[src/rtl/y86_pkg.sv]
// Shared Y86-64 definitions: ALU function codes, jXX/cmovXX condition codes and the CC layout.
package y86_pkg;

  localparam logic [3:0] ALU_ADD = 4'd0;
  localparam logic [3:0] ALU_SUB = 4'd1;
  localparam logic [3:0] ALU_AND = 4'd2;
  localparam logic [3:0] ALU_XOR = 4'd3;

  localparam logic [3:0] C_ALWAYS = 4'd0;
  localparam logic [3:0] C_LE     = 4'd1;
  localparam logic [3:0] C_L      = 4'd2;
  localparam logic [3:0] C_E      = 4'd3;
  localparam logic [3:0] C_NE     = 4'd4;
  localparam logic [3:0] C_GE     = 4'd5;
  localparam logic [3:0] C_G      = 4'd6;

  // Packed so that a cc_t reads as {ZF,SF,OF}.
  typedef struct packed {
    logic zf;
    logic sf;
    logic of;
  } cc_t;

endpackage

[src/rtl/cc_cond_unit_if.sv]
// ALU result/overflow bus from the Execute-stage ALU to the condition-code unit.
interface cc_cond_unit_if #(
  parameter int unsigned WIDTH = 64
) ();

  logic             alu_valid;
  logic [WIDTH-1:0] alu_result;
  logic             alu_overflow;
  logic [3:0]       alu_fun;
  logic             set_cc;

  modport master (
    output alu_valid,
    output alu_result,
    output alu_overflow,
    output alu_fun,
    output set_cc
  );

  modport slave (
    input alu_valid,
    input alu_result,
    input alu_overflow,
    input alu_fun,
    input set_cc
  );

endinterface

[src/rtl/cond_eval.sv]
// Combinational Y86-64 jXX/cmovXX condition evaluation against a set of flags.
module cond_eval
  import y86_pkg::*;
(
  input  logic [3:0] ifun,
  input  cc_t        cc,
  output logic       cond
);

  logic lt;

  always_comb begin
    lt   = cc.sf ^ cc.of;
    cond = 1'b0;
    case (ifun)
      C_ALWAYS: cond = 1'b1;
      C_LE:     cond = lt | cc.zf;
      C_L:      cond = lt;
      C_E:      cond = cc.zf;
      C_NE:     cond = ~cc.zf;
      C_GE:     cond = ~lt;
      C_G:      cond = ~lt & ~cc.zf;
      default:  cond = 1'b0;
    endcase
  end

endmodule

[src/rtl/cc_cond_unit.sv]
// Condition-code register and branch/cmov condition evaluation for the Execute stage.
// Define CC_BYPASS_EN to forward the flags being written this cycle into cond.
module cc_cond_unit
  import y86_pkg::*;
#(
  parameter int unsigned WIDTH    = 64,
  parameter logic [2:0]  CC_RESET = 3'b100
) (
  input  logic                 clk,
  input  logic                 rst,
  cc_cond_unit_if.slave        alu,
  input  logic                 exc_pending,
  input  logic                 stall,
  input  logic [3:0]           ifun,
  output logic [2:0]           cc_out,
  output logic                 cond,
  output logic                 cc_updated
);

  cc_t  cc_q, cc_d, cc_new, cc_eval;
  logic cc_updated_q, cc_updated_d;
  logic fun_ok, we;

  always_comb begin
    fun_ok    = (alu.alu_fun <= ALU_XOR);
    we        = alu.alu_valid & alu.set_cc & ~exc_pending & ~stall & fun_ok;
    cc_new.zf = (alu.alu_result == '0);
    cc_new.sf = alu.alu_result[WIDTH-1];
    // Logical ops cannot overflow; the ALU's overflow line is meaningless for them.
    cc_new.of = ((alu.alu_fun == ALU_ADD) || (alu.alu_fun == ALU_SUB)) ? alu.alu_overflow : 1'b0;

    cc_d         = cc_q;
    cc_updated_d = 1'b0;
    if (we) begin
      cc_d         = cc_new;
      cc_updated_d = 1'b1;
    end
  end

  always_ff @(posedge clk) begin
    if (rst) begin
      cc_q         <= cc_t'(CC_RESET);
      cc_updated_q <= 1'b0;
    end else begin
      cc_q         <= cc_d;
      cc_updated_q <= cc_updated_d;
    end
  end

`ifdef CC_BYPASS_EN
  assign cc_eval = we ? cc_new : cc_q;
`else
  assign cc_eval = cc_q;
`endif

  cond_eval u_cond_eval (
    .ifun (ifun),
    .cc   (cc_eval),
    .cond (cond)
  );

  assign cc_out     = cc_q;
  assign cc_updated = cc_updated_q;

endmodule

[src/flat_wrapper.sv]
// flat-port wrapper written by rule: the top's interface ports become plain ports
module cc_cond_unit_flat import y86_pkg::*;
#(
  parameter int unsigned WIDTH    = 64,
  parameter logic [2:0]  CC_RESET = 3'b100
)
  (clk, rst, exc_pending, stall, ifun, cc_out, cond, cc_updated, alu_alu_valid, alu_alu_result, alu_alu_overflow, alu_alu_fun, alu_set_cc);
  cc_cond_unit_if #(.WIDTH(WIDTH)) alu_i ();
  input  logic clk;
  input  logic rst;
  input  logic exc_pending;
  input  logic stall;
  input  logic [3:0] ifun;
  output logic [2:0] cc_out;
  output logic cond;
  output logic cc_updated;
  input wire logic [$bits(alu_i.alu_valid)-1:0] alu_alu_valid;
  input wire logic [$bits(alu_i.alu_result)-1:0] alu_alu_result;
  input wire logic [$bits(alu_i.alu_overflow)-1:0] alu_alu_overflow;
  input wire logic [$bits(alu_i.alu_fun)-1:0] alu_alu_fun;
  input wire logic [$bits(alu_i.set_cc)-1:0] alu_set_cc;
  assign alu_i.alu_valid = alu_alu_valid;
  assign alu_i.alu_result = alu_alu_result;
  assign alu_i.alu_overflow = alu_alu_overflow;
  assign alu_i.alu_fun = alu_alu_fun;
  assign alu_i.set_cc = alu_set_cc;
  cc_cond_unit #(.WIDTH(WIDTH), .CC_RESET(CC_RESET)) u_core (.clk(clk), .rst(rst), .alu(alu_i), .exc_pending(exc_pending), .stall(stall), .ifun(ifun), .cc_out(cc_out), .cond(cond), .cc_updated(cc_updated));
endmodule
[config.mk]
export PLATFORM = sky130hd
export DESIGN_NAME = cc_cond_unit_flat
export DESIGN_NICKNAME = d
export VERILOG_FILES = /design/src/rtl/y86_pkg.sv /design/src/rtl/cc_cond_unit_if.sv /design/src/rtl/cond_eval.sv /design/src/rtl/cc_cond_unit.sv /design/src/flat_wrapper.sv
export SDC_FILE = /design/constraint.sdc
export NUM_CORES = 1
export LEC_CHECK = 0
export ABC_AREA = 1
export CORE_UTILIZATION = 18
export DETAILED_ROUTE_END_ITERATION = 16
export HOLD_SLACK_MARGIN = 0.03
export PLACE_DENSITY = 0.83
export SYNTH_ARGS = -nofsm -noshare
export SYNTH_HDL_FRONTEND = slang
export SYNTH_SLANG_ARGS = --single-unit
[constraint.sdc]
create_clock -name clk -period 1 [get_ports clk]
set_clock_uncertainty 0.1 [all_clocks]
set_input_delay 0.2 -clock clk [delete_from_list [all_inputs] [get_ports clk]]
set_output_delay 0.2 -clock clk [all_outputs]
set_load 0.1 [all_outputs]
==> run metrics <==
Via Count=slightly above 900; vias per std cell=~4.2; Design Area, Final=between 0.0015 and 0.002 mm^2; Syn Area/Cell=about 5 um^2; critical path class=flip-flop to output pin; register area share after synthesis=between 10% and 20%; Max stage delay on crit path=between 0.3 and 0.4 ns; Crit path required time=roughly 0.7 ns; port bufs=82; Die ar.=approximately 0.0028 mm^2; failing checks=negative setup slack; global-route wire length before repair=3440 um; Worst setup SP type=flip-flop; clk_lat worst skew=0.24 ns; num rows=18; Hold Path Class=input port to flip-flop; VDD IR max=0.443 mV; RSZ-0062 raised after global routing=yes; synthesis warning total=0; max-cap viol count=0; Die Ht=52.9 um; dpl cells=around 210; mux share of post-synthesis cell area=0%; Simple-Gate Fraction of Synth Area=70.4%; hold buffer count at cts=0; final RePlAce weighted congestion=about 0.65; detailed-route wire length=~2200 um; grt total ovfl=0; fin cells=roughly 220; crit path DAT=1.35 ns; CTS clk-pin slew, worst paths=0.04 ns; # diodes=0; flops & latches, synth=4; Pre-antenna DRT Iters=4; worst setup margin=-0.654 ns; CTS tree=done; cell mode on critical path=nand2_2; worst reg2reg endpoint=u_core.cc_out[1]; Pwr Total=~0.76 mW; Hold Path Depth=5; R2R Path Start=u_core.cc_out[1]; TritonCTS Sinks=4; vias in the first global route=976; pre-CTS setup slack=-0.755 ns; total track usage=roughly 16%; final setup violation count=7; Max Clk Rate=between 600 and 700 MHz; ratio of cells with drive above 1 in the final layout=about a fifth; Hold WS=approximately 0.24 ns; Tightest Pin Transition=0.328 ns; area delta synth->final=233%; slowest CP cell=dfxtp_4; hpwl dp=approximately 1900 um; drt drc=0; Hold Path End=u_core.cc_updated; min cycle time layout=roughly 1.7 ns; commonest non-fill, non-tap cell in the layout=nor2_1; compound-gate portion of the synthesized area=~6.5%; Clock Tree Root=clkbuf_4; initial antenna violation count=0; Synth Area in XOR/XNOR=1.88%; R2R depth=5; Placed Area=about 0.0014 mm^2; main combinational cell family by area after synthesis=simple AND/OR/NAND/NOR gates; TritonCTS Buffers=3; initial core utilization=about a fifth; status=finished with violations; final max-slew violation count=0; nets@finish=268; H-tree levels=1; most frequent cells in the layout=nor2_1 (41), clkdlybuf4s15_1 (26), dlymetal6s2s_1 (22); Fin Setup TNS=-1.62 ns; Power Density=a little under 500 mW/mm^2; ANT nets after route=0; CP Capture Type=output pin; I/O Pins=84; R2R Setup Slk=0 ns; Hold Crit Start=alu_alu_fun[2]; largest net degree at the start of global routing=6; DRT iter0 DRCs=13; period utilization=165%; Worst Path Max Fanout=2; Cell Area, Synth=around 470 um^2; library cells used by synthesis=16; Core Util, Final=between 60% and 70%; Syn Nets=around 170; Synth Instances=93; Core Region=around 0.0025 mm^2; Final Hold Viols=0; chip width=52.9 um; wire per inst=10.3 um; worst rel slew slack=slightly below 80%; adder-cell share of the synthesized area=0%; clk buf depth=2; Static Leakage=approximately 0.85 nW; CP cell instances=xor2_2, o21ai_1, nand2_1, nand2_2, nand2_2, nor2_4, buf_12
state kept, by name, summed over array words and instances, names as in the netlist:
| signal | count |
|---|---|
| u_core.cc_out | 3 |
| u_core.cc_updated | 1 |
worst max-delay path by stage:
stage / start / end / slack, ns / cells past startpoint
after floorplan: u_core.cc_out[0] / cond / -0.70 / 6
after global placement: ifun[0] / cond / -0.65 / 9
after detailed placement: ifun[0] / cond / -0.75 / 9
after CTS: u_core.cc_out[1] / cond / -0.65 / 7
after global routing: u_core.cc_out[1] / cond / -0.73 / 7
final: u_core.cc_out[1] / cond / -0.65 / 7
critical path, delay by kind of cell, from the launching register on:
kind            cells  cell delay (ns)
buf+inv             1             0.18
flops               1             0.34
compound gates      1             0.09
simple gates        4             0.33
xor+xnor            1             0.18
cells in the mapped netlist:
master,instances,share of area [%]
nor2_1,44,35
nand2_1,23,19
dfxtp_1,4,17
inv_1,4,3.2
a21oi_1,3,3.2
nand4_1,3,4.0
nor2_4,2,4.8
o21ai_0,2,2.2
inv_2,1,0.81
nand2_2,1,1.3
nand3_1,1,1.1
nand3_2,1,2.2
nor3_1,1,1.1
o21ai_1,1,1.1
or2_4,1,1.9
xor2_1,1,1.9
cells by family after synthesis:
logic type,after synthesis
AOI/OAI and AO/OA,6
and+or+nand+nor,77
DFF,4
buffers and inverters,5
xor gates and xnor gates,1
per-layer routing:
metal / GRT usage (%) / vias up / part of all wire (%)
met2: 36.1 / 49 / 58
met4: 7.02 / 0 / 1.2
li1: - / 478 / -
met5: 0 / - / 0
met3: 1.44 / 4 / 7.5
met1: 14.3 / 380 / 33
area by class of cell:
class | instances | area [um^2]
timing repair buffer | 91 | 970
fill | 234 | 907
multi-input combinational | 84 | 400
sequential | 4 | 92.6
tap | 30 | 37.5
clock buffer | 4 | 26.3
inverter | 5 | 21.3
power by group:
group | internal [mW] | switching [mW] | total, mW
Clock | 0.150 | 0.0757 | 0.226
Combinational | 0.244 | 0.130 | 0.375
Sequential | 0.154 | 0.00114 | 0.155
Total | 0.549 | 0.207 | 0.756
timing repair:
action / CTS / global route
setup buffers: 2 / 4
pin swaps: 50 / 57
resized for setup: 55 / 63
setup endpoints to repair: 9 / 7
No activity file was read; power rests on OpenSTA's default activity.
